==> src/rtl/uart_fifo_ctrl.sv <==
// Pointer/level/flag controller for the UART FIFO storage; w_en is combinational with wr, flags follow the registered level one cycle after the edge.
// A push on full is rejected (overflow) unless a pop happens in the same cycle; a pop on empty is ignored (underflow).
module uart_fifo_ctrl #(
    parameter int addr_width = 5,
    parameter int af_margin  = 4,
    parameter int ae_margin  = 4
) (
    input  logic                  clk,
    input  logic                  rst_n,
    input  logic                  flush,
    input  logic                  clr_err,
    input  logic                  wr,
    input  logic                  rd,
    output logic                  w_en,
    output logic [addr_width-1:0] w_addr,
    output logic [addr_width-1:0] r_addr,
    output logic                  full,
    output logic                  empty,
    output logic [addr_width:0]   level,
    output logic                  almost_full,
    output logic                  almost_empty,
    output logic                  overflow,
    output logic                  underflow
);

    localparam int DEPTH = 2 ** addr_width;
    localparam logic [addr_width:0] DEPTH_L = (addr_width + 1)'(DEPTH);
    localparam logic [addr_width:0] AF_TH   = (addr_width + 1)'(DEPTH - af_margin);
    localparam logic [addr_width:0] AE_TH   = (addr_width + 1)'(ae_margin);

    logic [addr_width-1:0] wptr_q, wptr_d;
    logic [addr_width-1:0] rptr_q, rptr_d;
    logic [addr_width:0]   level_q, level_d;
    logic                  overflow_q, overflow_d;
    logic                  underflow_q, underflow_d;

    logic push_ok;
    logic pop_ok;
    logic ovf_set;
    logic udf_set;

    // Status flags decode only from registered level, never from wr/rd.
    always_comb begin
        full         = (level_q == DEPTH_L);
        empty        = (level_q == '0);
        almost_full  = (level_q >= AF_TH);
        almost_empty = (level_q <= AE_TH);
    end

    always_comb begin
        push_ok = wr & (~full | rd) & ~flush;
        pop_ok  = rd & ~empty & ~flush;
        ovf_set = wr & full & ~rd;
        udf_set = rd & empty;
    end

    always_comb begin
        wptr_d      = wptr_q;
        rptr_d      = rptr_q;
        level_d     = level_q;
        overflow_d  = overflow_q;
        underflow_d = underflow_q;
        if (flush) begin
            wptr_d      = '0;
            rptr_d      = '0;
            level_d     = '0;
            overflow_d  = 1'b0;
            underflow_d = 1'b0;
        end else begin
            if (push_ok) begin
                wptr_d = wptr_q + addr_width'(1);
            end
            if (pop_ok) begin
                rptr_d = rptr_q + addr_width'(1);
            end
            case ({push_ok, pop_ok})
                2'b10:   level_d = level_q + (addr_width + 1)'(1);
                2'b01:   level_d = level_q - (addr_width + 1)'(1);
                default: level_d = level_q;
            endcase
            // A new error in the same cycle as clr_err keeps the flag set.
            if (ovf_set) begin
                overflow_d = 1'b1;
            end else if (clr_err) begin
                overflow_d = 1'b0;
            end
            if (udf_set) begin
                underflow_d = 1'b1;
            end else if (clr_err) begin
                underflow_d = 1'b0;
            end
        end
    end

    always_ff @(posedge clk or negedge rst_n) begin
        if (!rst_n) begin
            wptr_q      <= '0;
            rptr_q      <= '0;
            level_q     <= '0;
            overflow_q  <= 1'b0;
            underflow_q <= 1'b0;
        end else begin
            wptr_q      <= wptr_d;
            rptr_q      <= rptr_d;
            level_q     <= level_d;
            overflow_q  <= overflow_d;
            underflow_q <= underflow_d;
        end
    end

    always_comb begin
        w_en      = push_ok;
        w_addr    = wptr_q;
        r_addr    = rptr_q;
        level     = level_q;
        overflow  = overflow_q;
        underflow = underflow_q;
    end

endmodule

==> config.mk <==
export PLATFORM = sky130hd
export DESIGN_NAME = uart_fifo_ctrl
export DESIGN_NICKNAME = d
export VERILOG_FILES = /design/src/rtl/uart_fifo_ctrl.sv
export SDC_FILE = /design/constraint.sdc
export NUM_CORES = 1
export LEC_CHECK = 0
export ABC_AREA = 1
export BUFFER_PORTS_ARGS = -buffer_cell sky130_fd_sc_hd__clkbuf_2
export CAP_MARGIN = 10
export CORE_ASPECT_RATIO = 0.9
export CORE_MARGIN = 4
export CORE_UTILIZATION = 52
export DETAILED_ROUTE_END_ITERATION = 7
export GPL_TIMING_DRIVEN = 0
export PLACE_DENSITY_LB_ADDON = 0.3
export SETUP_SLACK_MARGIN = 0.1
export SYNTH_ARGS = -nofsm -noshare
export SYNTH_HDL_FRONTEND = slang
export SYNTH_SLANG_ARGS = --single-unit
export TNS_END_PERCENT = 20
==> constraint.sdc <==
create_clock -name clk -period 3.1 [get_ports clk]
set_clock_uncertainty 0.2 [all_clocks]
set_input_delay 0.31 -clock clk [delete_from_list [all_inputs] [get_ports clk]]
set_output_delay 0.31 -clock clk [all_outputs]
set_load 0.03 [all_outputs]
# Yosys cells after proc, flatten, opt, wreduce, memory -nomap -nowiden
# Index checks and enable logic that the tools add are counted.
[op_classes]
n_addsub = 4
n_lt_le_gt_ge = 2
n_eq_ne = 3
n_mux = 11
n_bitwise = 12
reduce_logical = 6
[op_table]
columns = ["op", "n"]
rows = [
  ["$mux W5", 4],
  ["$pmux W6 S2", 1],
  ["$add A5 B1 Y5 const B", 2],
  ["$reduce_bool A3 Y1", 3],
  ["$and A1 B1 Y1", 7],
  ["$add A6 B1 Y6 const B", 1],
  ["$eq A6 B6 Y1 const B", 1],
  ["$ge A6 B5 Y1 const B", 1],
  ["$le A6 B3 Y1 const B", 1],
  ["$logic_not A6 Y1", 1],
  ["$mux W6", 1],
  ["$sub A6 B1 Y6 const B", 1],
  ["$mux W1", 5],
  ["$not A1 Y1", 4],
  ["$reduce_bool A2 Y1", 2],
  ["$eq A2 B1 Y1 const B", 1],
  ["$eq A2 B2 Y1 const B", 1],
  ["$or A1 B1 Y1", 1],
]
[totals]
ff_bits = 18
input_bits = 6
output_inout_bits = 23
elab_cells = 43

# Logic depth before layout (Yosys ltp)
[logic_depth]
ltp_word = 8
depth_mapped = 12
ltp_nobuf = 12

# Worst setup path after synthesis
# No wires, ideal clock.
[synth_path]
kind = "reg2reg"
start = "reg level_q[0] (netlist: level[0])"
end = "reg level_q[5] (netlist: level[5])"
setup_ps = 117
arrival_ps = 2013
required_time_ps = 2783
slack_ps = 769
path_stages_with_launch = 12
n_path_buf = 0
synth_period_minus_slack_ps = 2331
cell_sequence = "dfrtp_1 nor2_4 nand3_4 nand4_2 inv_1 ha_1 a21o_1 nand3_1 nand3_1 nand3b_1 nand3_1 nand2_1"
[synth_via]
elab_chain_cells = 8
word_cells_on_any_way = 16
classes_between = "add/sub (2); eq/ne (3); mux (2); bitwise (7); reduce/logical (2)"
[synth_lines]
columns = ["element", "line", "text"]
rows = [
  ["start, declared", "33", "logic [addr_width:0] level_q, level_d;"],
  ["start signal, assigned", "105", "level_q <= level_d;"],
  ["$eq A6 B6 Y1", "44", "full = (level_q == DEPTH_L);"],
  ["$not A1 Y1", "51", "push_ok = wr & (~full | rd) & ~flush;"],
  ["$or A1 B1 Y1", "51", ""],
  ["$and A1 B1 Y1 (2 in series)", "51", ""],
  ["$eq A2 B1 Y1 or $eq A2 B2 Y1 (tied branches)", "76", "case ({push_ok, pop_ok})"],
  ["$pmux W6 S2", "76", ""],
  ["$mux W6", "63", "if (flush) begin"],
]
# Several ways; a longest one is shown, not always the timed one.
# A chain may end at the register's enable or synchronous reset.

# Final worst setup path
# Same ends and word-level chain as after synthesis.

==> impl_metrics.json <==
{
  "hold_slack_ps": 67.4,
  "drt-total-wl_um": 2470,
  "core_um2": 2010,
  "hold_violations": 0,
  "drv_cap": 0,
  "synth_top_area_share_pct": 38.9,
  "post-route-util_pct": 68.5,
  "cts_setup_buffers": 0,
  "critical_path.max_stage_delay_ps": 490,
  "die_height_um": 52.8,
  "drive_gt1_share_pct": 30.8,
  "cp.arrival_ps": 2470,
  "multiInputGateArea_um2": 641,
  "diodes": 0,
  "ant_nets": 0,
  "finalSetupViolCount": 0,
  "clk_latency_ps": 290,
  "regArea_um2": 450,
  "nNetsFinal": 186,
  "cp_num_buf_inv": 1,
  "cts_max_level": 1,
  "wl_per_cell_um": 12.5,
  "clkTransAtPathRegs_ps": 100,
  "synth_compound_area_share_pct": 9.07,
  "grtUsageTotal_pct": 18.5,
  "synth-xor-area-share_pct": 2.27,
  "synthAdderAreaFrac_pct": 8.21,
  "cts.path.max_buffers": 2,
  "grt_pass1_wl_um": 4330,
  "synth_top_family_by_area": "simple AND/OR/NAND/NOR gates",
  "ys_seq_area_share_pct": 38.9,
  "fp.dieArea_um2": 3050,
  "syn_nets": 152,
  "critical_path.slowest_cell": "dfrtp_1",
  "grt_pass1_vias": 976,
  "ys_types": 31,
  "max_slew.worst_pin.slew_ps": 461,
  "synth_largest_area_cell": "dfrtp_1",
  "tns_ps": 0,
  "route.detailed.drc": 0,
  "die_width_um": 57.8,
  "cp_max_fo": 7,
  "detailedPlacementHpwl_um": 1960,
  "required_ps": 3090,
  "peakVddDrop_mv": 0.447,
  "io_buffers": 28,
  "synth.area.mux_share_pct": 0,
  "grt_start_max_net_pins": 19,
  "yosys_warnings": 0,
  "cts.sinks": 18,
  "avgViaCountPerCell": 5.30,
  "crit_path_start_kind": "flip-flop",
  "power.density_nw_per_um2": 580,
  "rows": 15,
  "fin_crit_ps": 2480,
  "cts_root_buf": "clkbuf_4",
  "floorplan.initialDensity_pct": 57.7,
  "grt_overflow": 0,
  "rsz0062_at_grt": "false",
  "area_delta_synth_final_pct": 18.8,
  "numCtsBuffers": 3,
  "synth_area_leaders": "dfrtp_1, nand2_1, ha_1, nand3_1, inv_1",
  "synthSimpleGateAreaFrac_pct": 35.7,
  "hold_path_depth": 4,
  "crit_type": "flip-flop to flip-flop",
  "status": "complete, no violations",
  "firstDrtPassIters": 4,
  "postCtsResizedCells": 0,
  "fmax_mhz": 403,
  "gp_congestion": 0.871,
  "final_max_slew_viol_count": 0,
  "reg2reg_depth": 11,
  "synth-seq-cells": 18,
  "cts_tree": "built",
  "cts.hold.buffers_added": 1,
  "crit_path_end_kind": "flip-flop",
  "first_iter_violations": 18,
  "hold_class": "input pin to flip-flop",
  "cp_common_cell": "nand3_1",
  "netlist_area_um2": 1160,
  "relSlewSlack_pct": 69.2,
  "synth_cells": 139,
  "io_pins": 29,
  "p_leak_uw": 0.000747,
  "finalCritPeriodShare_pct": 80.0,
  "nFillCells": 163,
  "num_vias": 1044,
  "critical_path.top_delay_family": "simple AND/OR/NAND/NOR gates",
  "syn_avg_cell_area_um2": 8.34,
  "path_depth": 11,
  "cp_cell_sequence": "nor2_4 > nand3_4 > nand4_2 > inv_1 > ha_1 > a21o_1 > nand3_1 > nand3_1 > nand3b_1 > nand3_1 > nand2_1",
  "antenna_found_initial": 0
}
[cell usage after synthesis]
cell type / number
fa_1: 1
nor2_2: 3
nor2_4: 2
nand4_4: 1
nor2_1: 9
xor2_1: 1
a21o_1: 1
nand3_4: 1
ha_1: 6
a21oi_1: 6
nand4_2: 2
nand2_1: 32
inv_1: 13
nand2_4: 2
and3_2: 1
nor3_1: 2
nand3_2: 2
nand4_1: 1
inv_2: 4
o21ai_0: 5
nor3_2: 1
nand2_2: 1
nand3b_1: 1
dfrtp_1: 18
o21ai_1: 4
buf_1: 1
o21a_1: 1
nand3_1: 13
a21oi_2: 1
xnor2_1: 2
a31oi_1: 1
[stage by stage]
step / instances / setup WS [ps] / cell area [µm²] / power [µW]
2_1_floorplan: 139 / 769 / 1160 / 565
3_3_place_gp: 192 / 766 / 1330 / 646
6_report: 197 / 619 / 1380 / 798
4_1_cts: 197 / 655 / 1380 / 806
5_1_grt: 197 / 485 / 1380 / 855
3_5_place_dp: 192 / 673 / 1330 / 659
[power breakdown]
part           switching, µW  internal, µW  total, µW
Sequential              49.0           265        314
Clock                   72.7          71.5        144
Combinational            233           106        339
[kinds of logic (layout without fill, tap and decap cells)]
group,Yosys count,in the layout
AO/OA/AOI/OAI,19,19
XOR/XNOR,3,3
adder cells (fa/ha/maj),7,7
buffers and inverters,18,51
flip-flops,18,18
AND/OR/NAND/NOR,74,74
[routing by layer]
| layer | vias to the layer above | share of wire (%) | global-route usage, % | wire (µm) |
|---|---|---|---|---|
| met2 | 38 | 48 | 33.3 | 1170 |
| met1 | 479 | 45 | 21.7 | 1110 |
| li1 | 525 | - | - | - |
| met3 | 2 | 6.8 | 4.93 | 167 |
| met5 | - | 0 | 0 | 0 |
| met4 | 0 | 0.65 | 4.63 | 16 |
[cells in the final DEF (no fill, tap or decap), types with 4 or more instances in the layout]
cell       n
clkbuf_2  28
ha_1       6
nor2_1     9
a21oi_1    6
inv_1     13
inv_2      4
nand2_1   32
o21ai_1    4
o21ai_0    5
nand3_1   13
dfrtp_1   18
[area by class of cell]
type	count	area share [%]
buffer	1	0.273
clock buffer	4	2.64
inverter	17	4.64
multi-input combinational	103	46.5
sequential	18	32.7
tap	25	2.27
timing repair buffer	29	10.9
[flip-flops by register name, summed over array words and instances, names as in the netlist]
register	flops
w_addr	5
overflow	1
level	6
underflow	1
r_addr	5
[path summary, 6_finish.rpt]
| kind | from | end | slack [ps] |
|---|---|---|---|
| max | level[0] | level[5] | 620 |
| min | clr_err | underflow | 70 |
| max reg2reg | level[0] | level[5] | 620 |
| min reg2reg | underflow | underflow | 340 |
| max in group asynchronous | rst_n | r_addr[0] | 2100 |
| min in group asynchronous | rst_n | level[4] | 290 |
[worst register-to-register path, cell delays in order, from the launching register on]
cell and delay [ps]:
dfrtp_1 490, nor2_4 220, nand3_4 110, nand4_2 140, inv_1 140, ha_1 380, a21o_1 200, nand3_1 70
nand3_1 100, nand3b_1 180, nand3_1 80, nand2_1 50
(Power assumes the default switching activity.)
